## src/rtl/miriscv_lsu_pkg.sv

```systemverilog
// Shared size codes, LSU state encoding and request-validity helpers for the miriscv LSU.
package miriscv_lsu_pkg;

  localparam logic [2:0] LDST_B  = 3'd0;
  localparam logic [2:0] LDST_H  = 3'd1;
  localparam logic [2:0] LDST_W  = 3'd2;
  localparam logic [2:0] LDST_BU = 3'd4;
  localparam logic [2:0] LDST_HU = 3'd5;

  localparam logic [2:0] LSU_IDLE = 3'd0;
  localparam logic [2:0] LSU_REQ  = 3'd1;
  localparam logic [2:0] LSU_RSP  = 3'd2;
  localparam logic [2:0] LSU_DONE = 3'd3;
  localparam logic [2:0] LSU_ERR  = 3'd4;

  function automatic logic size_valid(input logic [2:0] size);
    return (size == LDST_B) || (size == LDST_H) || (size == LDST_W) ||
           (size == LDST_BU) || (size == LDST_HU);
  endfunction

  function automatic logic misaligned(input logic [2:0] size, input logic [1:0] off);
    case (size)
      LDST_H, LDST_HU: misaligned = off[0];
      LDST_W:          misaligned = (off != 2'b00);
      default:         misaligned = 1'b0;
    endcase
  endfunction

endpackage

```

## src/rtl/miriscv_lsu_align.sv

```systemverilog
// Byte-enable generation, store-data replication and load extraction/extension.
module miriscv_lsu_align
  import miriscv_lsu_pkg::*;
(
  input  logic [1:0]  st_size_i,
  input  logic [1:0]  st_off_i,
  input  logic [31:0] st_data_i,
  output logic [3:0]  st_be_o,
  output logic [31:0] st_wdata_o,
  input  logic [2:0]  ld_size_i,
  input  logic [1:0]  ld_off_i,
  input  logic [31:0] ld_rdata_i,
  output logic [31:0] ld_data_o
);

  logic [1:0]  ld_off;
  logic [31:0] ld_shift;

  always_comb begin
    st_be_o    = 4'b1111;
    st_wdata_o = st_data_i;
    case (st_size_i)
      2'd0: begin
        st_be_o    = 4'b0001 << st_off_i;
        st_wdata_o = {4{st_data_i[7:0]}};
      end
      2'd1: begin
        st_be_o    = 4'b0011 << {st_off_i[1], 1'b0};
        st_wdata_o = {2{st_data_i[15:0]}};
      end
      default: ;
    endcase
  end

  // Half accesses only honour addr[1]; words ignore the low bits entirely.
  always_comb begin
    ld_off = 2'b00;
    case (ld_size_i)
      LDST_B, LDST_BU: ld_off = ld_off_i;
      LDST_H, LDST_HU: ld_off = {ld_off_i[1], 1'b0};
      default:         ld_off = 2'b00;
    endcase
    ld_shift = ld_rdata_i >> {ld_off, 3'b000};
  end

  always_comb begin
    ld_data_o = ld_shift;
    case (ld_size_i)
      LDST_B:  ld_data_o = {{24{ld_shift[7]}}, ld_shift[7:0]};
      LDST_BU: ld_data_o = {24'b0, ld_shift[7:0]};
      LDST_H:  ld_data_o = {{16{ld_shift[15]}}, ld_shift[15:0]};
      LDST_HU: ld_data_o = {16'b0, ld_shift[15:0]};
      default: ld_data_o = ld_shift;
    endcase
  end

endmodule

```

## src/rtl/miriscv_lsu.sv

```systemverilog
// miriscv load-store unit: one access at a time on the req/gnt/rvalid bus, with timeout.
// Optional MIRISCV_LSU_MISALIGN_EN rejects misaligned half/word accesses before the bus.
module miriscv_lsu
  import miriscv_lsu_pkg::*;
#(
  parameter int unsigned RSP_TIMEOUT = 255
) (
  input  logic        clk_i,
  input  logic        rst_i,
  input  logic        lsu_req_i,
  input  logic        lsu_we_i,
  input  logic [2:0]  lsu_size_i,
  input  logic [31:0] lsu_addr_i,
  input  logic [31:0] lsu_data_i,
  output logic [31:0] lsu_data_o,
  output logic        lsu_stall_req_o,
  output logic        lsu_err_o,
  output logic [2:0]  lsu_state_o,
  output logic        data_req_o,
  output logic        data_we_o,
  output logic [3:0]  data_be_o,
  output logic [31:0] data_addr_o,
  output logic [31:0] data_wdata_o,
  input  logic        data_gnt_i,
  input  logic        data_rvalid_i,
  input  logic [31:0] data_rdata_i
);

  localparam logic [15:0] TO_LAST = 16'(RSP_TIMEOUT - 1);

  logic [2:0]  state_q, state_d;
  logic [15:0] cnt_q, cnt_d;
  logic        data_req_q, data_we_q;
  logic [3:0]  data_be_q;
  logic [31:0] data_addr_q, data_wdata_q, lsu_data_q;
  logic [2:0]  size_q;
  logic [1:0]  off_q;
  logic [3:0]  st_be;
  logic [31:0] st_wdata, ld_data;
  logic        bad_req, accept;

`ifdef MIRISCV_LSU_MISALIGN_EN
  assign bad_req = !size_valid(lsu_size_i) || misaligned(lsu_size_i, lsu_addr_i[1:0]);
`else
  assign bad_req = !size_valid(lsu_size_i);
`endif
  assign accept = (state_q == LSU_IDLE) && lsu_req_i && !bad_req;

  miriscv_lsu_align u_align (
    .st_size_i  (lsu_size_i[1:0]),
    .st_off_i   (lsu_addr_i[1:0]),
    .st_data_i  (lsu_data_i),
    .st_be_o    (st_be),
    .st_wdata_o (st_wdata),
    .ld_size_i  (size_q),
    .ld_off_i   (off_q),
    .ld_rdata_i (data_rdata_i),
    .ld_data_o  (ld_data)
  );

  // Bus handshake: a request is accepted in the cycle data_req_o and data_gnt_i are both 1;
  // the bus fields hold until then. A load's data arrives on a later data_rvalid_i cycle,
  // which is only honoured in RSP.
  always_comb begin
    state_d = state_q;
    cnt_d   = cnt_q;
    case (state_q)
      LSU_IDLE: begin
        if (lsu_req_i) begin
          if (bad_req) begin
            state_d = LSU_ERR;
          end else begin
            state_d = LSU_REQ;
            cnt_d   = '0;
          end
        end
      end
      LSU_REQ: begin
        if (data_gnt_i) begin
          state_d = data_we_q ? LSU_DONE : LSU_RSP;
          cnt_d   = '0;
        end else if (cnt_q == TO_LAST) begin
          state_d = LSU_ERR;
        end else begin
          cnt_d = cnt_q + 16'd1;
        end
      end
      LSU_RSP: begin
        if (data_rvalid_i) begin
          state_d = LSU_DONE;
        end else if (cnt_q == TO_LAST) begin
          state_d = LSU_ERR;
        end else begin
          cnt_d = cnt_q + 16'd1;
        end
      end
      default: state_d = LSU_IDLE;
    endcase
  end

  always_ff @(posedge clk_i or posedge rst_i) begin
    if (rst_i) begin
      state_q      <= LSU_IDLE;
      cnt_q        <= '0;
      data_req_q   <= 1'b0;
      data_we_q    <= 1'b0;
      data_be_q    <= '0;
      data_addr_q  <= '0;
      data_wdata_q <= '0;
      lsu_data_q   <= '0;
      size_q       <= '0;
      off_q        <= '0;
    end else begin
      state_q    <= state_d;
      cnt_q      <= cnt_d;
      data_req_q <= (state_d == LSU_REQ);
      if (accept) begin
        data_we_q    <= lsu_we_i;
        data_be_q    <= st_be;
        data_addr_q  <= {lsu_addr_i[31:2], 2'b00};
        data_wdata_q <= st_wdata;
        size_q       <= lsu_size_i;
        off_q        <= lsu_addr_i[1:0];
      end
      if ((state_q == LSU_RSP) && data_rvalid_i) begin
        lsu_data_q <= ld_data;
      end
    end
  end

  assign lsu_stall_req_o = lsu_req_i && !rst_i && (state_q != LSU_DONE) && (state_q != LSU_ERR);
  assign lsu_err_o       = (state_q == LSU_ERR);
  assign lsu_state_o     = state_q;
  assign lsu_data_o      = lsu_data_q;
  assign data_req_o      = data_req_q;
  assign data_we_o       = data_we_q;
  assign data_be_o       = data_be_q;
  assign data_addr_o     = data_addr_q;
  assign data_wdata_o    = data_wdata_q;

endmodule
```

## config.mk

```make
export PLATFORM = sky130hd
export DESIGN_NAME = miriscv_lsu
export DESIGN_NICKNAME = d
export VERILOG_FILES = /design/src/rtl/miriscv_lsu_pkg.sv /design/src/rtl/miriscv_lsu_align.sv /design/src/rtl/miriscv_lsu.sv
export SDC_FILE = /design/constraint.sdc
export NUM_CORES = 1
export LEC_CHECK = 0
export ABC_AREA = 1
export CORE_MARGIN = 3
export CORE_UTILIZATION = 42
export CTS_CLUSTER_DIAMETER = 30
export DETAILED_ROUTE_END_ITERATION = 7
export PLACE_DENSITY_LB_ADDON = 0.3
export SLEW_MARGIN = 30
export SYNTH_ARGS = -nofsm -noshare
export SYNTH_HDL_FRONTEND = slang
export SYNTH_SLANG_ARGS = --single-unit
export TNS_END_PERCENT = 5
```

## constraint.sdc

```tcl
create_clock -name clk_i -period 4.1 [get_ports clk_i]
set_clock_uncertainty 0.05 [all_clocks]
set_input_delay 0.615 -clock clk_i [delete_from_list [all_inputs] [get_ports clk_i]]
set_output_delay 0.615 -clock clk_i [all_outputs]
set_load 0.03 [all_outputs]
```

==> results.md, run 1 <==
- Crit-path max cell delay: between 0.7 and 0.8 ns
- Logic gate share of total power: between 40% and 50%
- Clock-pin slew on the worst setup and hold paths: about 0.06 ns
- Crit-path max FO: 4
- Worst Setup SP: lsu_req_i
- Switching power: 3.278 mW
- RSZ-0062 raised after global routing: no
- Vias per std cell: around 5
- Startpoint types: input pin
- Setup TNS Final: 0 ns
- First-pass DRT Iterations: 6
- Total Wirelength: 19000 um
- Critical path class: in -> out
- Slowest cell on crit path: clkdlybuf4s50_1
- Cts-stage hold buffer count: 0
- Most common cell after layout, fill and taps aside: nand2_1
- Final Worst Setup Slack: between 1 and 1.5 ns
- P_int: 4.222 mW
- Status: finished clean
- Core Region: roughly 15000 sq um
- GRT Util Overall: 23.06%
- Drt initial violations: a little under 500
- Slew HR: a little under half
- Synth warn: 0
- Grt ovf: 0
- Lkg Pwr: roughly 4.3 nW
- Initial core utilization: between 40% and 50%
- Period Utilization, post-route: a little over 70%
- Clock Sinks: 124
- Initial antenna violation count: 0
- Die X: around 130 um
- Routed wire length per instance: around 15 um
- Clk buf depth: 2
- Crit path required time: between 3 and 4 ns
- First-pass GRT wire length: roughly 31000 um
- Number of nets in the layout: 1140
- Synth area leaders: dfrtp_1 48%, nand2_1 18%, nand3_1 5.2%, nor2_1 4.7%, a21oi_1 2.9%
- Switching share of power: 43.70%
- Die H: approximately 130 um
- DP HPWL: 13470 um
- Util after Layout: between 60% and 70%
- Layout cells sized above 1: 7.075%
- TritonCTS Buffers: 17
- # resized after CTS: 0
- Max Cap Viol: 0
- # rows: 44
- Synth top area share: around half
- Hold-critical path depth: 2
- Most frequent cells in the layout: 310 x nand2_1, 209 x clkdlybuf4s50_1, 124 x dfrtp_1
- Slew Viols, Final: 0
- Vias in the first global route: 6122
- CTS root buffer: clkbuf_16
- Power density over cell area: approximately 810 nW/um^2
- CTS tree: built
- DRC: 0
- FMAX: about 340 MHz
- Via count: ~6200
- Post-synthesis sequential area ratio: 48.05%
- Cell count after synthesis: roughly 840
- Die ar.: between 15000 and 20000 sq um
- FF+latch count, synth: between 100 and 150
- Largest area contributor in the synthesized netlist: dfrtp_1
- Largest net degree at the start of global routing: between 70 and 80
- PortBufs: 209
- Reg-to-reg startpoint: size_q[1]$_DFFE_PP0P_
- Most frequent CP cell: clkdlybuf4s50_1
- Total power: 7.500 mW
- Minimum clock period: between 2 and 3 ns
- Final setup viols: 0
- Area grow syn2layout: 42.78%
- Ports: 212
- Slew @ Worst Pin: roughly 0.8 ns
- CP Data Arrival Time: ~2.3 ns
- Post-CTS setup buffer count: 0
- Min-Delay Path Class: reg -> reg
- Skew-Pair Late Insertion Delay: roughly 0.42 ns
- Crit end category: output pin
- Clock power frac: a little over a fifth
- Critical-path cell list: clkdlybuf4s50_1 > inv_1 > a2111oi_0 > clkdlybuf4s50_1
- Hold_sp: data_addr_o[17]$_DFFE_PP0P_
- Reg power frac: approximately 29%
- R2R depth: 8
- Post-Route Hold Slack: approximately 0.43 ns
- Post-synth cell types: between 40 and 50
- Peak supply drop: roughly 0.43 mV
- Syn Area/Cell: between 7 and 8 sq um
- Cell area after synthesis: between 6000 and 7000 sq um
- # H-tree levels: 4
- # diodes: 0
- GPL Wtd Cong: 0.8754
- Post-route ant nets: 0
- Fin. Hold Viols: 0
- Place WS: around 1.1 ns
cells in the mapped netlist (all sizes together):
| master | instances |
|---|---|
| nand2 | 319 |
| dfrtp | 124 |
| nor2 | 85 |
| nand3 | 70 |
| inv | 60 |
| a21oi | 38 |
| o21ai | 35 |
| buf | 34 |
| a31oi | 17 |
| nand4 | 12 |
| o21bai | 11 |
| clkbuf | 8 |
| o211ai | 7 |
| nor3 | 4 |
| or2 | 4 |
| a41oi | 3 |
| ha | 2 |
| nand3b | 2 |
| xor2 | 2 |
| a2111oi | 1 |
| and3 | 1 |
| conb | 1 |
| nor3b | 1 |
| o22ai | 1 |
registers in the layout (all words and copies together), names as in the netlist:
| name | flops |
|---|---|
| cnt_q | 16 |
| data_addr_o | 30 |
| data_be_o | 4 |
| data_req_o | 1 |
| data_wdata_o | 32 |
| data_we_o | 1 |
| lsu_data_o | 32 |
| lsu_state_o | 3 |
| off_q | 2 |
| size_q | 3 |
logic make-up (layout without fill, tap and decap cells):
group           after synthesis  after routing  share of synthesized area [%]
simple gates                498            498                          33.52
flops                       124            124                          48.05
compound gates              113            113                          10.15
buf+inv                     102            305                          7.557
fa+ha+maj                     2              2                         0.3875
xor+xnor                      2              2                         0.2713
other cells                   1              2                        0.05807
worst max-delay path, delay by kind of cell:
kind / cells / cell delay (ns)
buffers and inverters: 3 / 1.28
AOI/OAI and AO/OA: 1 / 0.38
power groups by stage:
| stage | Sequential [mW] | Combinational (mW) | Clock [mW] |
|---|---|---|---|
| finish | 2.15 | 3.71 | 1.64 |
| global route | 2.22 | 4.04 | 1.71 |
| CTS | 2.15 | 3.74 | 1.66 |
| detailed placement | 2.15 | 3.73 | 0 |
| global placement | 2.15 | 3.69 | 0 |
| floorplan | 3.02 | 1.45 | 0 |
metal layers:
layer  global-route usage, %  vias up  routed length (um)
li1                        -     3092                   -
met1                   28.38     2909                7962
met2                   37.22      213                9050
met3                   9.947       16                1776
met4                   6.601        0                 207
met5                       0        -                   0
per-stage QoR:
stage	instance area, sq um	std cells
CTS	9220	1230
floorplan	6461	843
global route	9220	1230
global placement	8573	1198
finish	9220	1230
detailed placement	8576	1198
area by class of cell:
class                      instances  area [sq um]
sequential                       124          3103
multi-input combinational        617          2878
clock inverter                    12         187.7
fill                            1294          5589
timing repair buffer             213          2135
tap                              184         230.2
clock buffer                      20         456.7
inverter                          60         230.2
worst paths after layout:
kind                                           endpoint  slack [ns]
max in group asynchronous  data_wdata_o[19]$_DFFE_PP0P_        2.55
min                         data_addr_o[17]$_DFFE_PP0P_        0.43
max reg2reg                  lsu_data_o[21]$_DFFE_PP0P_        1.73
min reg2reg                 data_addr_o[17]$_DFFE_PP0P_        0.43
max                                     lsu_stall_req_o        1.16
min in group asynchronous  data_wdata_o[30]$_DFFE_PP0P_        0.69
Power figures use the tool's default switching activity.
==> run 2: changes to the inputs <==
Settings changed: CORE_UTILIZATION 42 to 47.
Clock period 4.1 ns to 3 ns, I/O delays scaled along.
==> results.md, run 2 (synthesis gave the netlist of run 1 again) <==
- Ports: 212 (unchanged)
- Slew Viols, Final: 0 (unchanged)
- TritonCTS Buffers: 17 (unchanged)
- Number of nets in the layout: 1148 (+0.70%)
- Top cell family by delay on the critical path: buffers and inverters
- Core Region: 13350 sq um (-9.9%)
- Critical path class: reg -> out
- Layout cells sized above 1: 7.875% (+0.80 points)
- PortBufs: 209 (unchanged)
- Crit end category: output pin
- GPL Wtd Cong: 0.8793 (+0.45%)
- Grt ovf: 0 (unchanged)
- Period Utilization, post-route: between 80% and 90%
- Skew-Pair Late Insertion Delay: 0.42 ns (about the same)
- Place WS: 0.3788 ns (-0.7668 ns)
- FILL cells: 1092 (-16%)
- FMAX: around 370 MHz
- Initial antenna violation count: 1 (+1)
- Die H: 123.2 um (-5.2%)
- Min-Delay Path Class: in -> async
- CTS tree: built
- Slew HR: 50.23% (+5.2 points)
- Power density over cell area: 1100 nW/um^2 (+35%)
- Setup TNS Final: 0 ns (unchanged)
- Post-Route Hold Slack: 0.4248 ns (-0.003380 ns)
- First-pass GRT wire length: 30790 um (+0.77%)
- Multi-input logic area: 2878 sq um (unchanged)
- Register Area: 3103 sq um (unchanged)
- DP HPWL: 13440 um (-0.19%)
- CP Data Arrival Time: 2.20 ns (-0.08 ns)
- # resized after CTS: 0 (unchanged)
- Die ar.: 15180 sq um (-10%)
- Total Wirelength: 18810 um (-0.97%)
- CTS root buffer: clkbuf_16
- WP buf/inv: 1 (-2)
- Final Worst Setup Slack: 0.3032 ns (-0.8547 ns)
- Final Cell Area: 9258 sq um (+0.41%)
- DRC: 0 (unchanged)
- Fin. Hold Viols: 0 (unchanged)
- Die X: 123.2 um (-5.2%)
- Total power: 10.19 mW (+36%)
- Minimum clock period: around 2.7 ns
- Post-CTS setup buffer count: 0 (unchanged)
- Worst path depth: 3 (-1)
- Crit-path max FO: 8 (+4)
- Clock-pin slew on the worst setup and hold paths: 0.06 ns (about the same)
- Max Cap Viol: 0 (unchanged)
- Peak supply drop: 0.6179 mV (+44%)
- Crit path required time: 2.50 ns (-0.93 ns)
- Post-placement cell area: 8650 sq um (+0.86%)
- Most frequent cells in the layout: 310 x nand2_1, 209 x clkdlybuf4s50_1, 124 x dfrtp_1
- Cts-stage hold buffer count: 0 (unchanged)
- # rows: 42 (-4.5%)
- Drt initial violations: 660 (+33%)
- Lkg Pwr: 4.371 nW (+0.75%)
- R2R depth: 8 (unchanged)
- RSZ-0062 raised after global routing: no
- Post-route ant nets: 0 (unchanged)
- Critical-path cell list: nor3_1 > a2111oi_0 > clkdlybuf4s50_1
- Via count: 6352 (+2.0%)
- First-pass DRT Iterations: 5 (-1)
- Most common cell after layout, fill and taps aside: nand2_1
- Vias per std cell: 5.164 (+2.0%)
- Slew @ Worst Pin: 0.7465 ns (-0.07783 ns)
- Area grow syn2layout: 43.36%
- Clk buf depth: 2 (unchanged)
- Largest net degree at the start of global routing: 54 (-30%)
- Clock Sinks: 124 (unchanged)
- Final setup viols: 0 (unchanged)
- GRT Util Overall: 25.97% (+2.9 points)
- Crit-path max cell delay: 0.74 ns (about the same)
- Initial core utilization: 48.38% (+4.8 points)
- Startpoint types: flip-flop
- Vias in the first global route: 6221 (+1.6%)
- Routed wire length per instance: 15.29 um (-0.97%)
- Status: finished clean
- Slowest cell on crit path: clkdlybuf4s50_1
- # H-tree levels: 4 (unchanged)
- # diodes: 0 (unchanged)
run 2: cell count changes in the layout (fill, tap and decap cells not counted), sizes merged:
cell,delta
clkinvlp,+1
clkinv,+2
bufinv,-1
clkbuf,-2
buf,+8
run 2: stage by stage:
| step | std cells | utilization, % |
|---|---|---|
| 6_report | 1230 | 69.36 |
| 5_1_grt | 1230 | 69.36 |
| 4_1_cts | 1230 | 69.36 |
| 3_5_place_dp | 1198 | 64.80 |
| 3_3_place_gp | 1198 | 64.80 |
| 2_1_floorplan | 843 | - |
run 2: final timing paths:
kind / startpoint / to / slack (ns)
worst min register to register: data_addr_o[2]$_DFFE_PP0P_ / data_addr_o[2]$_DFFE_PP0P_ / 0.43
min in group clk_i: data_addr_o[2]$_DFFE_PP0P_ / data_addr_o[2]$_DFFE_PP0P_ / 0.43
worst max register to register: size_q[1]$_DFFE_PP0P_ / lsu_data_o[16]$_DFFE_PP0P_ / 0.63
worst min-delay path: rst_i / lsu_state_o[2]$_DFF_PP0_ / 0.42
worst max-delay path: lsu_state_o[1]$_DFF_PP0_ / lsu_stall_req_o / 0.30
max in group asynchronous: rst_i / data_addr_o[30]$_DFFE_PP0P_ / 1.82
run 2: report_power, final:
part	leakage [nW]	switching, mW	internal (mW)
Sequential	1.52	0.498	2.40
Combinational	2.56	3.19	1.99
Clock	0.296	0.785	1.33
run 2: final cells by class:
type / count / area share, %
inverters: 60 / 2.473
well taps: 176 / 2.379
flip-flops and latches: 124 / 33.52
repair buffers: 221 / 23.98
multi-input cells: 617 / 31.09
clock buffers: 18 / 4.744
clock inverters: 14 / 1.825
run 2: layer usage:
metal | global-route usage, % | vias to the layer above | share of wire [%]
met1 | 32.30 | 2992 | 41
met4 | 7.197 | 2 | 1.5
met3 | 10.16 | 28 | 9.4
met5 | 0 | - | 0.069
li1 | - | 3103 | -
met2 | 42.27 | 227 | 48
